--- src/rtl/eth_log_arbiter.sv ---
// Round-robin, packet-atomic arbiter merging up to 8 AXI4-Stream log producers onto one tagged, registered log channel.
// Define ETH_LOG_ARB_TIMEOUT_EN to close records from producers that stall mid-record for C_TIMEOUT cycles.
module eth_log_arbiter #(
    parameter int C_NUM_SOURCES    = 4,
    parameter int C_AXIS_LOG_WIDTH = 64,
    parameter int C_TIMEOUT        = 256
) (
    input  logic                                        clk,
    input  logic                                        rst,
    input  logic [C_NUM_SOURCES*C_AXIS_LOG_WIDTH-1:0]   s_axis_log_tdata,
    input  logic [C_NUM_SOURCES-1:0]                    s_axis_log_tlast,
    input  logic [C_NUM_SOURCES-1:0]                    s_axis_log_tvalid,
    output logic [C_NUM_SOURCES-1:0]                    s_axis_log_tready,
    output logic [C_AXIS_LOG_WIDTH-1:0]                 m_axis_log_tdata,
    output logic                                        m_axis_log_tlast,
    output logic [2:0]                                  m_axis_log_tid,
    output logic                                        m_axis_log_tvalid,
    input  logic                                        m_axis_log_tready,
    output logic [15:0]                                 timeout_count
);

`ifdef ETH_LOG_ARB_TIMEOUT_EN
    typedef enum logic [1:0] {IDLE, BUSY, DRAIN} state_t;
`else
    typedef enum logic [0:0] {IDLE, BUSY} state_t;
`endif

    localparam int W = C_AXIS_LOG_WIDTH;

    state_t                 state, state_nxt;
    logic [2:0]             grant, last_grant, pick;
    logic                   found;
    logic [7:0]             tvalid_pad, tlast_pad;
    logic [C_NUM_SOURCES-1:0] grant_mask;
    logic [W-1:0]           sel_data;
    logic                   out_free, accept, load_synth, timed_out;

    // Zero-padded to 8 so a 3-bit grant can index them for any N.
    assign tvalid_pad = 8'(s_axis_log_tvalid);
    assign tlast_pad  = 8'(s_axis_log_tlast);
    assign out_free   = !m_axis_log_tvalid || m_axis_log_tready;

    always_comb begin
        found = 1'b0;
        pick  = '0;
        for (int unsigned k = 1; k <= 32'(C_NUM_SOURCES); k++) begin
            if (!found && tvalid_pad[3'((32'(last_grant) + k) % 32'(C_NUM_SOURCES))]) begin
                found = 1'b1;
                pick  = 3'((32'(last_grant) + k) % 32'(C_NUM_SOURCES));
            end
        end
    end

    always_comb begin
        grant_mask = '0;
        sel_data   = '0;
        for (int unsigned i = 0; i < 32'(C_NUM_SOURCES); i++) begin
            if (grant == 3'(i)) begin
                grant_mask[i] = 1'b1;
                sel_data      = s_axis_log_tdata[i*W +: W];
            end
        end
    end

    always_ff @(posedge clk) begin
        if (rst) state <= IDLE;
        else     state <= state_nxt;
    end

    always_comb begin
        state_nxt         = state;
        s_axis_log_tready = '0;
        accept            = 1'b0;
        load_synth        = 1'b0;
        case (state)
            IDLE: if (found) state_nxt = BUSY;
            BUSY: begin
                if (timed_out) begin
`ifdef ETH_LOG_ARB_TIMEOUT_EN
                    if (out_free) begin
                        load_synth = 1'b1;
                        state_nxt  = DRAIN;
                    end
`endif
                end else begin
                    s_axis_log_tready = out_free ? grant_mask : '0;
                    accept            = out_free && tvalid_pad[grant];
                    if (accept && tlast_pad[grant]) state_nxt = IDLE;
                end
            end
`ifdef ETH_LOG_ARB_TIMEOUT_EN
            DRAIN: begin
                s_axis_log_tready = grant_mask;
                if (tvalid_pad[grant] && tlast_pad[grant]) state_nxt = IDLE;
            end
`endif
            default: state_nxt = IDLE;
        endcase
    end

    always_ff @(posedge clk) begin
        if (rst) begin
            grant             <= '0;
            last_grant        <= 3'(C_NUM_SOURCES - 1);
            m_axis_log_tdata  <= '0;
            m_axis_log_tlast  <= 1'b0;
            m_axis_log_tid    <= '0;
            m_axis_log_tvalid <= 1'b0;
        end else begin
            if (state == IDLE && found) begin
                grant      <= pick;
                last_grant <= pick;
            end
            if (accept) begin
                m_axis_log_tdata  <= sel_data;
                m_axis_log_tlast  <= tlast_pad[grant];
                m_axis_log_tid    <= grant;
                m_axis_log_tvalid <= 1'b1;
            end else if (load_synth) begin
                m_axis_log_tdata  <= '1;
                m_axis_log_tlast  <= 1'b1;
                m_axis_log_tid    <= grant;
                m_axis_log_tvalid <= 1'b1;
            end else if (m_axis_log_tready) begin
                m_axis_log_tvalid <= 1'b0;
            end
        end
    end

`ifdef ETH_LOG_ARB_TIMEOUT_EN
    localparam logic [15:0] TIMEOUT_CYCLES = 16'(C_TIMEOUT);

    logic [15:0] stall_cnt, tmo_cnt;

    // Counter holds at the limit while the synthetic beat waits for a free output register.
    assign timed_out     = (state == BUSY) && (stall_cnt >= TIMEOUT_CYCLES);
    assign timeout_count = tmo_cnt;

    always_ff @(posedge clk) begin
        if (rst) begin
            stall_cnt <= '0;
            tmo_cnt   <= '0;
        end else begin
            if (state != BUSY || accept)
                stall_cnt <= '0;
            else if (!tvalid_pad[grant] && !timed_out)
                stall_cnt <= stall_cnt + 16'd1;
            if (load_synth && tmo_cnt != '1)
                tmo_cnt <= tmo_cnt + 16'd1;
        end
    end
`else
    logic unused_timeout;

    assign timed_out      = 1'b0;
    assign timeout_count  = '0;
    assign unused_timeout = ^16'(C_TIMEOUT);
`endif

endmodule

--- config.mk ---
export PLATFORM = sky130hd
export DESIGN_NAME = eth_log_arbiter
export DESIGN_NICKNAME = d
export VERILOG_FILES = /design/src/rtl/eth_log_arbiter.sv
export SDC_FILE = /design/constraint.sdc
export NUM_CORES = 1
export LEC_CHECK = 0
export BUFFER_PORTS_ARGS = -buffer_cell sky130_fd_sc_hd__buf_2
export CAP_MARGIN = 10
export CORE_AREA = 4 4 134 136
export DETAILED_ROUTE_END_ITERATION = 8
export DIE_AREA = 0 0 138 140
export GPL_ROUTABILITY_DRIVEN = 0
export SYNTH_ARGS = -nofsm -noshare
export SYNTH_HDL_FRONTEND = slang
export SYNTH_SLANG_ARGS = --single-unit
--- constraint.sdc ---
create_clock -name clk -period 2.17 [get_ports clk]
set_input_delay 0.3255 -clock clk [delete_from_list [all_inputs] [get_ports clk]]
set_output_delay 0.3255 -clock clk [all_outputs]
set_load 0.01 [all_outputs]
==> results of run 1 <==
==> power by group through the flow <==
| stage | logic, µW | clock network, µW | registers [µW] |
|---|---|---|---|
| after floorplan | 781 | 0 | 1600 |
| after global placement | 1300 | 0 | 1570 |
| after detailed placement | 1310 | 0 | 1580 |
| after CTS | 1310 | 1520 | 1550 |
| after global routing | 1420 | 1570 | 1560 |
| final | 1290 | 1450 | 1550 |
==> synthesized netlist by cell type (2+ instances only) <==
master	instances
buf_2	18
nand2_1	135
o21ai_0	3
buf_4	18
nor3_1	4
clkbuf_1	18
inv_1	4
buf_6	4
nand2b_1	3
nor3b_1	2
nor2_1	7
dfxtp_1	73
mux4_2	66
a21oi_1	71
==> cells by family after synthesis <==
group           synth area share [%]
simple gates                   14.84
buf+inv                        8.034
mux                            34.07
flops                          33.28
compound gates                 9.687
other cells                  0.08539
==> metrics by stage <==
stage / utilization (%) / worst slack, ps
2_1_floorplan: - / 428.8
3_3_place_gp: 36.91 / 385.4
3_5_place_dp: 36.91 / 366.5
4_1_cts: 38.62 / 122.2
5_1_grt: 38.62 / 29.48
6_report: 38.62 / 208.3
==> state kept, by name (all words and copies together), names as in the netlist <==
name and cells:
grant 2, last_grant 2, m_axis_log_tdata 64, m_axis_log_tid 2, m_axis_log_tlast 1, m_axis_log_tvalid 1, state 1
==> path summary, 6_finish.rpt <==
kind                                           from                                 to  slack [ps]  cells past startpoint
setup / recovery              grant[1]$_SDFFE_PP0P_               s_axis_log_tready[3]         210                      4
hold / removal                    m_axis_log_tready     m_axis_log_tvalid$_SDFFE_PP0P_         420                      3
setup reg to reg              grant[0]$_SDFFE_PP0P_  m_axis_log_tdata[44]$_SDFFE_PP0P_         450                      4
hold reg to reg   m_axis_log_tdata[56]$_SDFFE_PP0P_  m_axis_log_tdata[56]$_SDFFE_PP0P_         450                      2
==> final cells by class <==
class	count	area, µm²
fill	1746	10400
multi-input combinational	324	2639
timing repair buffer	352	1847
sequential	73	1469
tap	225	281.5
clock buffer	11	232.7
clock inverter	5	56.30
inverter	4	15.01
==> routing by layer <==
metal	GRT usage, %	vias up
li1	-	2209
met1	17.93	2129
met2	27.70	213
met3	3.687	23
met4	5.980	0
met5	0	-
==> critical path, stage by stage (launching register included) <==
cell     delay (ps)
dfxtp_4         350
buf_4           380
nand3_1         280
nor2_1          140
buf_2           140
==> flow_metrics.env, run 1 <==
export IMPL_status="finished clean"
export IMPL_ctsResizeCount=0
export IMPL_row_count=48
export IMPL_yosys_warnings=0
export IMPL_power_frac_clock_pct=33.8
export IMPL_antenna_found_initial=0
export IMPL_wirelength_met1_um=5943
export IMPL_synthCells=443
export IMPL_io_pins=356
export IMPL_arrival_ps=1640
export IMPL_worstMarginPinSlew_ps=558.6
export IMPL_vdd_ir_drop_max_mv=0.3188
export IMPL_drv_cap=0
export IMPL_cts_hold_buf=0
export IMPL_setup_viol=0
export IMPL_topRoutingLayerUsed="met4"
export IMPL_die_h_um=140
export IMPL_p_leak_uw=0.002985
export IMPL_rsz0062_at_grt="no"
export IMPL_nets=1031
export IMPL_cts_made_buffers=9
export IMPL_final_common_cell="buf_2"
export IMPL_io_buffers=338
export IMPL_worstPathMaxFanout=33
export IMPL_hpwl_um=12490
export IMPL_tns_ps=0
export IMPL_avgSynthCellArea_um2=9.914
export IMPL_cts_root_buf="clkbuf_16"
export IMPL_ys_seq_elements=73
export IMPL_diodes=0
export IMPL_period_share_pct=90.40
export IMPL_fin_crit_ps=1962
export IMPL_required_ps=1840
export IMPL_area_growth_pct=48.92
export IMPL_post_drt_wl_per_cell_um=15.51
export IMPL_grtUsageTotal_pct=15.48
export IMPL_wl_met2_um=7916
export IMPL_finalHoldViolations=0
export IMPL_layout_common_cells="buf_2, nand2_1, a21oi_1, dfxtp_1, mux4_2"
export IMPL_path_class="flop to output port"
export IMPL_hp_class="input pin to flop"
export IMPL_syn_area_um2=4392
export IMPL_end_kind="output port"
export IMPL_finClkSkew_ps=4.626
export IMPL_yosysUniqueCellTypes=31
export IMPL_post_cts_buffers=0
export IMPL_gr_total_overflow=0
export IMPL_path_clk_slew_ps=60
export IMPL_p_sw_uw=1243
export IMPL_synth_edff_count=0
export IMPL_cts_tree="done"
export IMPL_htree_levels=3
export IMPL_power_density_nw_per_um2=654.8
export IMPL_vias=4574
export IMPL_synth_seq_area_share_pct=33.28
export IMPL_fmax_mhz=509.8
export IMPL_first_iter_violations=141
export IMPL_synth_top_area_share_pct=33.85
export IMPL_route_detailed_drc=0
export IMPL_drive_above_1_share_pct=57.09
export IMPL_final_area_um2=6540
export IMPL_wirelength_um=15410
export IMPL_synth_top_area_cell="mux4_2"
export IMPL_drt_pass1_iterations=4
export IMPL_p_int_uw=3039
export IMPL_power_share_sequential_pct=36.1
export IMPL_power_total_uw=4282
export IMPL_synthFlopType="dfxtp_1"
export IMPL_placedInstanceArea_um2=6251
export IMPL_die_area_um2=19320
export IMPL_pwr_share_comb_pct=30.1
export IMPL_grt_pass1_wl_um=24300
export IMPL_place_inst=978
export IMPL_drv_slew=0
export IMPL_numClockSinks=73
export IMPL_die_w_um=138
export IMPL_hold_slack_ps=416.1
export IMPL_clk_latency_ps=330
export IMPL_coreArea_um2=16940
export IMPL_synth_area_top_cells="mux4_2, dfxtp_1, nand2_1, a21oi_1, buf_4"
export IMPL_switching_share_pct=29.02
export IMPL_antenna_left=0
export IMPL_timing_slew_headroom_pct=61.79
export IMPL_synthArstFlopShare_pct=0
export IMPL_grt_pass1_vias=4761
export IMPL_wl_met3_um=1160
export IMPL_grt_max_degree=43
export IMPL_fin_cells=994
export IMPL_via_per_inst=4.602
export IMPL_initial_utilization_pct=25.93
export IMPL_crit_path_start_kind="flop"
export IMPL_cts_path_max_buffers=2
Power figures use the tool's default switching activity.
==> inputs of run 2 (changes only) <==
PLACE_DENSITY = 0.55   (was default)
==> run 2 against run 1 <==
- sequential share of layout area grew 0.056 points
- sequential power hardly changed
- wire length shrank 0.44%
- fmax grew 0.12%
- largest cell class unchanged
- cell count shrank 0.60%
- critical path depth unchanged
- count of clock-buffer cells in the layout down 1
- clock skew is 5.8 ps higher
- non-clock buffer count shrank 5
- highest routed layer unchanged
- core utilization down 0.096 points
- first-iteration DRC count is 11% higher
==> flow_metrics.env, run 2 (synthesized netlist as in run 1, its figures left out) <==
export IMPL_status="finished clean"
export IMPL_hpwl_um=12090
export IMPL_drive_above_1_share_pct=56.88
export IMPL_timing_slew_headroom_pct=57.19
export IMPL_worstPathMaxFanout=69
export IMPL_row_count=48
export IMPL_vias=4550
export IMPL_arrival_ps=1630
export IMPL_cts_path_max_buffers=2
export IMPL_nets=1026
export IMPL_final_common_cell="buf_2"
export IMPL_required_ps=1840
export IMPL_wl_met3_um=1306
export IMPL_finalHoldViolations=0
export IMPL_area_growth_pct=48.55
export IMPL_pwr_share_comb_pct=29.2
export IMPL_p_sw_uw=1238
export IMPL_tns_ps=0
export IMPL_cts_made_buffers=9
export IMPL_worst_r2r_path_depth=5
export IMPL_layout_common_cells="buf_2, nand2_1, a21oi_1, dfxtp_1, mux4_2"
export IMPL_drv_cap=0
export IMPL_vdd_ir_drop_max_mv=0.3269
export IMPL_setup_viol=0
export IMPL_die_area_um2=19320
export IMPL_rsz0062_at_grt="no"
export IMPL_fin_crit_ps=1959
export IMPL_io_pins=356
export IMPL_dpl_worst_slack_ps=322.5
export IMPL_wirelength_met1_um=5816
export IMPL_post_route_util_pct=38.52
export IMPL_r2r_start="grant[1]$_SDFFE_PP0P_"
export IMPL_initial_utilization_pct=25.93
export IMPL_crit_start="grant[1]$_SDFFE_PP0P_"
export IMPL_path_class="flop to output port"
export IMPL_wl_met2_um=7969
export IMPL_grtUsageTotal_pct=15.09
export IMPL_switching_share_pct=28.27
export IMPL_cts_tree="done"
export IMPL_topRoutingLayerUsed="met4"
export IMPL_diodes=0
export IMPL_antenna_found_initial=0
export IMPL_drt_pass1_iterations=4
export IMPL_path_clk_slew_ps=60
export IMPL_grt_pass1_wl_um=23400
export IMPL_power_share_sequential_pct=35.1
export IMPL_p_int_uw=3140
export IMPL_end_kind="output port"
export IMPL_die_h_um=140
export IMPL_power_frac_clock_pct=35.7
export IMPL_gr_total_overflow=0
export IMPL_cp_endpoint="s_axis_log_tready[3]"
export IMPL_wirelength_um=15340
export IMPL_ff2ff_setup_slack_ps=440
export IMPL_fin_ws_ps=210.7
export IMPL_die_w_um=138
export IMPL_ctsResizeCount=0
export IMPL_grt_max_degree=70
export IMPL_post_drt_wl_per_cell_um=15.53
export IMPL_drv_slew=0
export IMPL_first_iter_violations=156
export IMPL_hp_class="input pin to flop"
export IMPL_crit_path_start_kind="flop"
export IMPL_largest_reg_flops=64
export IMPL_cts_hold_buf=0
export IMPL_coreArea_um2=16940
export IMPL_fmax_mhz=510.4
export IMPL_reg2reg_to="m_axis_log_tdata[51]$_SDFFE_PP0P_"
export IMPL_cts_root_buf="clkbuf_16"
export IMPL_fill_cells=1753
export IMPL_via_per_inst=4.605
export IMPL_post_cts_buffers=0
export IMPL_htree_levels=3
export IMPL_finClkSkew_ps=10.43
export IMPL_period_share_pct=90.29
export IMPL_power_density_nw_per_um2=671.2
export IMPL_p_leak_uw=0.002967
export IMPL_grt_pass1_vias=4488
export IMPL_numClockSinks=73
export IMPL_clk_latency_ps=330
export IMPL_route_detailed_drc=0
export IMPL_antenna_left=0
export IMPL_largest_register="m_axis_log_tdata"
export IMPL_worstMarginPinSlew_ps=625.9
export IMPL_io_buffers=338
run 2: layout make-up:
type                       count  area [µm²]  area share (%)
multi-input combinational    324        2639           40.45
timing repair buffer         347        1809           27.73
sequential                    73        1469           22.52
tap                          225       281.5           4.315
clock buffer                  10       229.0           3.510
clock inverter                 5       81.33           1.247
inverter                       4       15.01          0.2301
run 2: worst max-delay path: stages, from the launching register on:
cell	delay [ps]
dfxtp_4	370
buf_12	330
nand3_1	300
nor2_1	160
buf_2	140
run 2: worst min path at each step:
stage / startpoint / end / slack, ps / cells after the start
after floorplan: m_axis_log_tid[1]$_SDFFE_PP0P_ / m_axis_log_tid[1]$_SDFFE_PP0P_ / 480 / 2
after global placement: m_axis_log_tdata[21]$_SDFFE_PP0P_ / m_axis_log_tdata[21]$_SDFFE_PP0P_ / 440 / 2
after detailed placement: m_axis_log_tdata[29]$_SDFFE_PP0P_ / m_axis_log_tdata[29]$_SDFFE_PP0P_ / 440 / 2
after CTS: s_axis_log_tvalid[2] / m_axis_log_tid[1]$_SDFFE_PP0P_ / 430 / 4
after global routing: s_axis_log_tdata[169] / m_axis_log_tdata[41]$_SDFFE_PP0P_ / 460 / 4
final: s_axis_log_tvalid[2] / m_axis_log_tid[1]$_SDFFE_PP0P_ / 450 / 4
run 2: layer usage:
metal | vias up | track usage, %
met5 | - | 0
met4 | 0 | 5.356
met3 | 14 | 4.302
met2 | 217 | 27.00
met1 | 2115 | 17.23
li1 | 2204 | -
run 2: power by group through the flow:
stage / combinational (µW) / clock, µW / sequential (µW)
2_1_floorplan: 781 / 0 / 1600
3_3_place_gp: 1300 / 0 / 1560
3_5_place_dp: 1310 / 0 / 1570
4_1_cts: 1310 / 1630 / 1540
5_1_grt: 1410 / 1680 / 1550
6_report: 1280 / 1560 / 1540
run 2: metrics by stage:
stage,instance area (µm²),total power [µW],hold slack [ps],std cells
floorplan,4452,2384,480.5,459
detailed placement,6213,2875,444.0,973
global route,6524,4644,455.6,988
CTS,6524,4478,431.2,988
finish,6524,4378,447.2,988
global placement,6213,2864,439.2,973
==> inputs of run 3 (changes only) <==
CELL_PAD_IN_SITES_DETAIL_PLACEMENT = 1   (was default)
CELL_PAD_IN_SITES_GLOBAL_PLACEMENT = 1   (was default)
CORE_AREA = default   (was 4 4 134 136)
CORE_MARGIN = 3   (was default)
CORE_UTILIZATION = 25   (was default)
DIE_AREA = default   (was 0 0 138 140)
PLACE_DENSITY = 0.76   (was 0.55)
clock period = 1.7 ns   (was 2.17 ns; I/O delays follow)
==> run 3 against run 2 <==
- sequential share of layout area fell by 1.2 points
- register-to-register slack got worse by 360 ps
- cell area rose by 5.8%
- power rose by 39%
- clock skew fell by 4.6 ps
- critical path type is now flop to flop
- highest routed layer unchanged
==> flow_metrics.env, run 3 (synthesized netlist as in run 1, its figures left out) <==
export IMPL_status="finished clean"
export IMPL_hp_class="input pin to flop"
export IMPL_die_w_um=138.5
export IMPL_hold_depth=3
export IMPL_power_density_nw_per_um2=881.0
export IMPL_drv_slew=0
export IMPL_vdd_ir_drop_max_mv=0.4911
export IMPL_cts_tree="done"
export IMPL_layout_common_cells="buf_2, nand2_1, a21oi_1"
export IMPL_cts_root_buf="clkbuf_16"
export IMPL_cp_slowest_cell="mux4_2"
export IMPL_die_area_um2=19190
export IMPL_finalHoldViolations=0
export IMPL_htree_levels=3
export IMPL_required_ps=1940
export IMPL_first_iter_violations=126
export IMPL_topRoutingLayerUsed="met4"
export IMPL_die_h_um=138.5
export IMPL_arrival_ps=1860
export IMPL_drive_above_1_share_pct=58.63
export IMPL_largest_register="m_axis_log_tdata"
export IMPL_wirelength_met1_um=6546
export IMPL_path_class="flop to flop"
export IMPL_setup_viol=0
export IMPL_initial_utilization_pct=26.02
export IMPL_clk_latency_ps=330
export IMPL_row_count=47
export IMPL_period_share_pct=95.19
export IMPL_drv_cap=0
export IMPL_hold_slack_ps=340.8
export IMPL_antenna_found_initial=0
export IMPL_via_per_inst=4.780
export IMPL_worstPathMaxFanout=28
export IMPL_vias=4818
export IMPL_grtUsageTotal_pct=17.54
export IMPL_wirelength_um=17880
export IMPL_cts_made_buffers=9
export IMPL_rsz0062_at_grt="no"
export IMPL_io_pins=356
export IMPL_drt_pass1_iterations=4
export IMPL_antenna_left=0
export IMPL_grt_max_degree=74
export IMPL_coreArea_um2=16880
export IMPL_largest_reg_flops=64
export IMPL_gr_total_overflow=0
export IMPL_cts_path_max_buffers=2
export IMPL_route_detailed_drc=0
export IMPL_finClkSkew_ps=5.847
export IMPL_final_common_cell="buf_2"
export IMPL_fill_cells=2035
export IMPL_wl_met3_um=1132
export IMPL_nets=1050
export IMPL_grt_pass1_vias=5321
export IMPL_grt_pass1_wl_um=27040
export IMPL_post_drt_wl_per_cell_um=17.74
export IMPL_critical_path_max_stage_delay_ps=550
export IMPL_hpwl_um=13530
export IMPL_io_buffers=338
export IMPL_p_leak_uw=0.003170
export IMPL_worst_r2r_path_depth=4
export IMPL_fin_crit_ps=1618
export IMPL_crit_path_start_kind="flop"
export IMPL_wl_met2_um=9793
export IMPL_path_cells="mux4_2 > and3_4 > buf_12 > a221oi_2"
export IMPL_end_kind="flop"
export IMPL_tns_ps=0
export IMPL_numClockSinks=73
export IMPL_diodes=0
export IMPL_fmax_mhz=617.9
export IMPL_path_clk_slew_ps=60
export IMPL_area_growth_pct=57.21
export IMPL_cts_hold_buf=0
-- run 3: cell count changes in the layout (fill, tap and decap cells not counted), sizes merged --
cell / delta
clkinvlp: -1
clkbuf: +3
buf: +21
bufbuf: +1
bufinv: +1
-- run 3: worst paths after layout --
kind                                           from                           endpoint  slack (ps)
hold reg to reg   m_axis_log_tdata[52]$_SDFFE_PP0P_  m_axis_log_tdata[52]$_SDFFE_PP0P_         450
setup reg to reg              grant[1]$_SDFFE_PP0P_                   state$_SDFF_PP0_          80
setup / recovery              grant[1]$_SDFFE_PP0P_                   state$_SDFF_PP0_          80
hold / removal                    m_axis_log_tready     m_axis_log_tvalid$_SDFFE_PP0P_         340
-- run 3: layout make-up --
class                   count  area [µm²]  area share (%)
multi-input cells         324        2658           38.49
well taps                 220       275.3           3.987
clock buffers              11       254.0           3.679
inverters                   4       15.01          0.2175
repair buffers            371        2132           30.88
clock inverters             5       100.1           1.450
flip-flops and latches     73        1470           21.29
-- run 3: power by group --
| group | switching [µW] | total, µW | internal (µW) |
|---|---|---|---|
| combinational | 854 | 1870 | 1010 |
| sequential | 99.1 | 1970 | 1870 |
| clock | 728 | 2250 | 1520 |
| total | 1680 | 6080 | 4400 |
-- run 3: repair_timing --
item	CTS	global route
gates cloned	1	2
setup endpoints to repair	4	20
setup buffers	4	7
gates resized for setup	3	3
-- run 3: stage by stage --
step / area (µm²) / total power, µW / cells / setup slack [ps] / util, %
6_report: 6904 / 6083 / 1008 / 81.70 / 40.91
5_1_grt: 6904 / 6460 / 1008 / 24.79 / 40.91
4_1_cts: 6788 / 6136 / 999 / 10.65 / 40.22
3_5_place_dp: 6357 / 3777 / 978 / 77.57 / 37.67
3_3_place_gp: 6357 / 3732 / 978 / 112.3 / 37.67
2_1_floorplan: 4458 / 3047 / 459 / 10.10 / -
-- run 3: worst max-delay path, delay by kind of cell, from the launching register on --
family | cells | cell delay (ps)
AOI/OAI and AO/OA | 1 | 230
and+or+nand+nor | 1 | 220
DFF | 1 | 360
buffers and inverters | 1 | 160
muxes | 1 | 550
-- run 3: metal layers --
metal,GRT usage [%],vias to the layer above
li1,-,2248
met1,17.82,2325
met2,34.38,221
met3,3.966,24
met4,6.916,0
met5,0,-
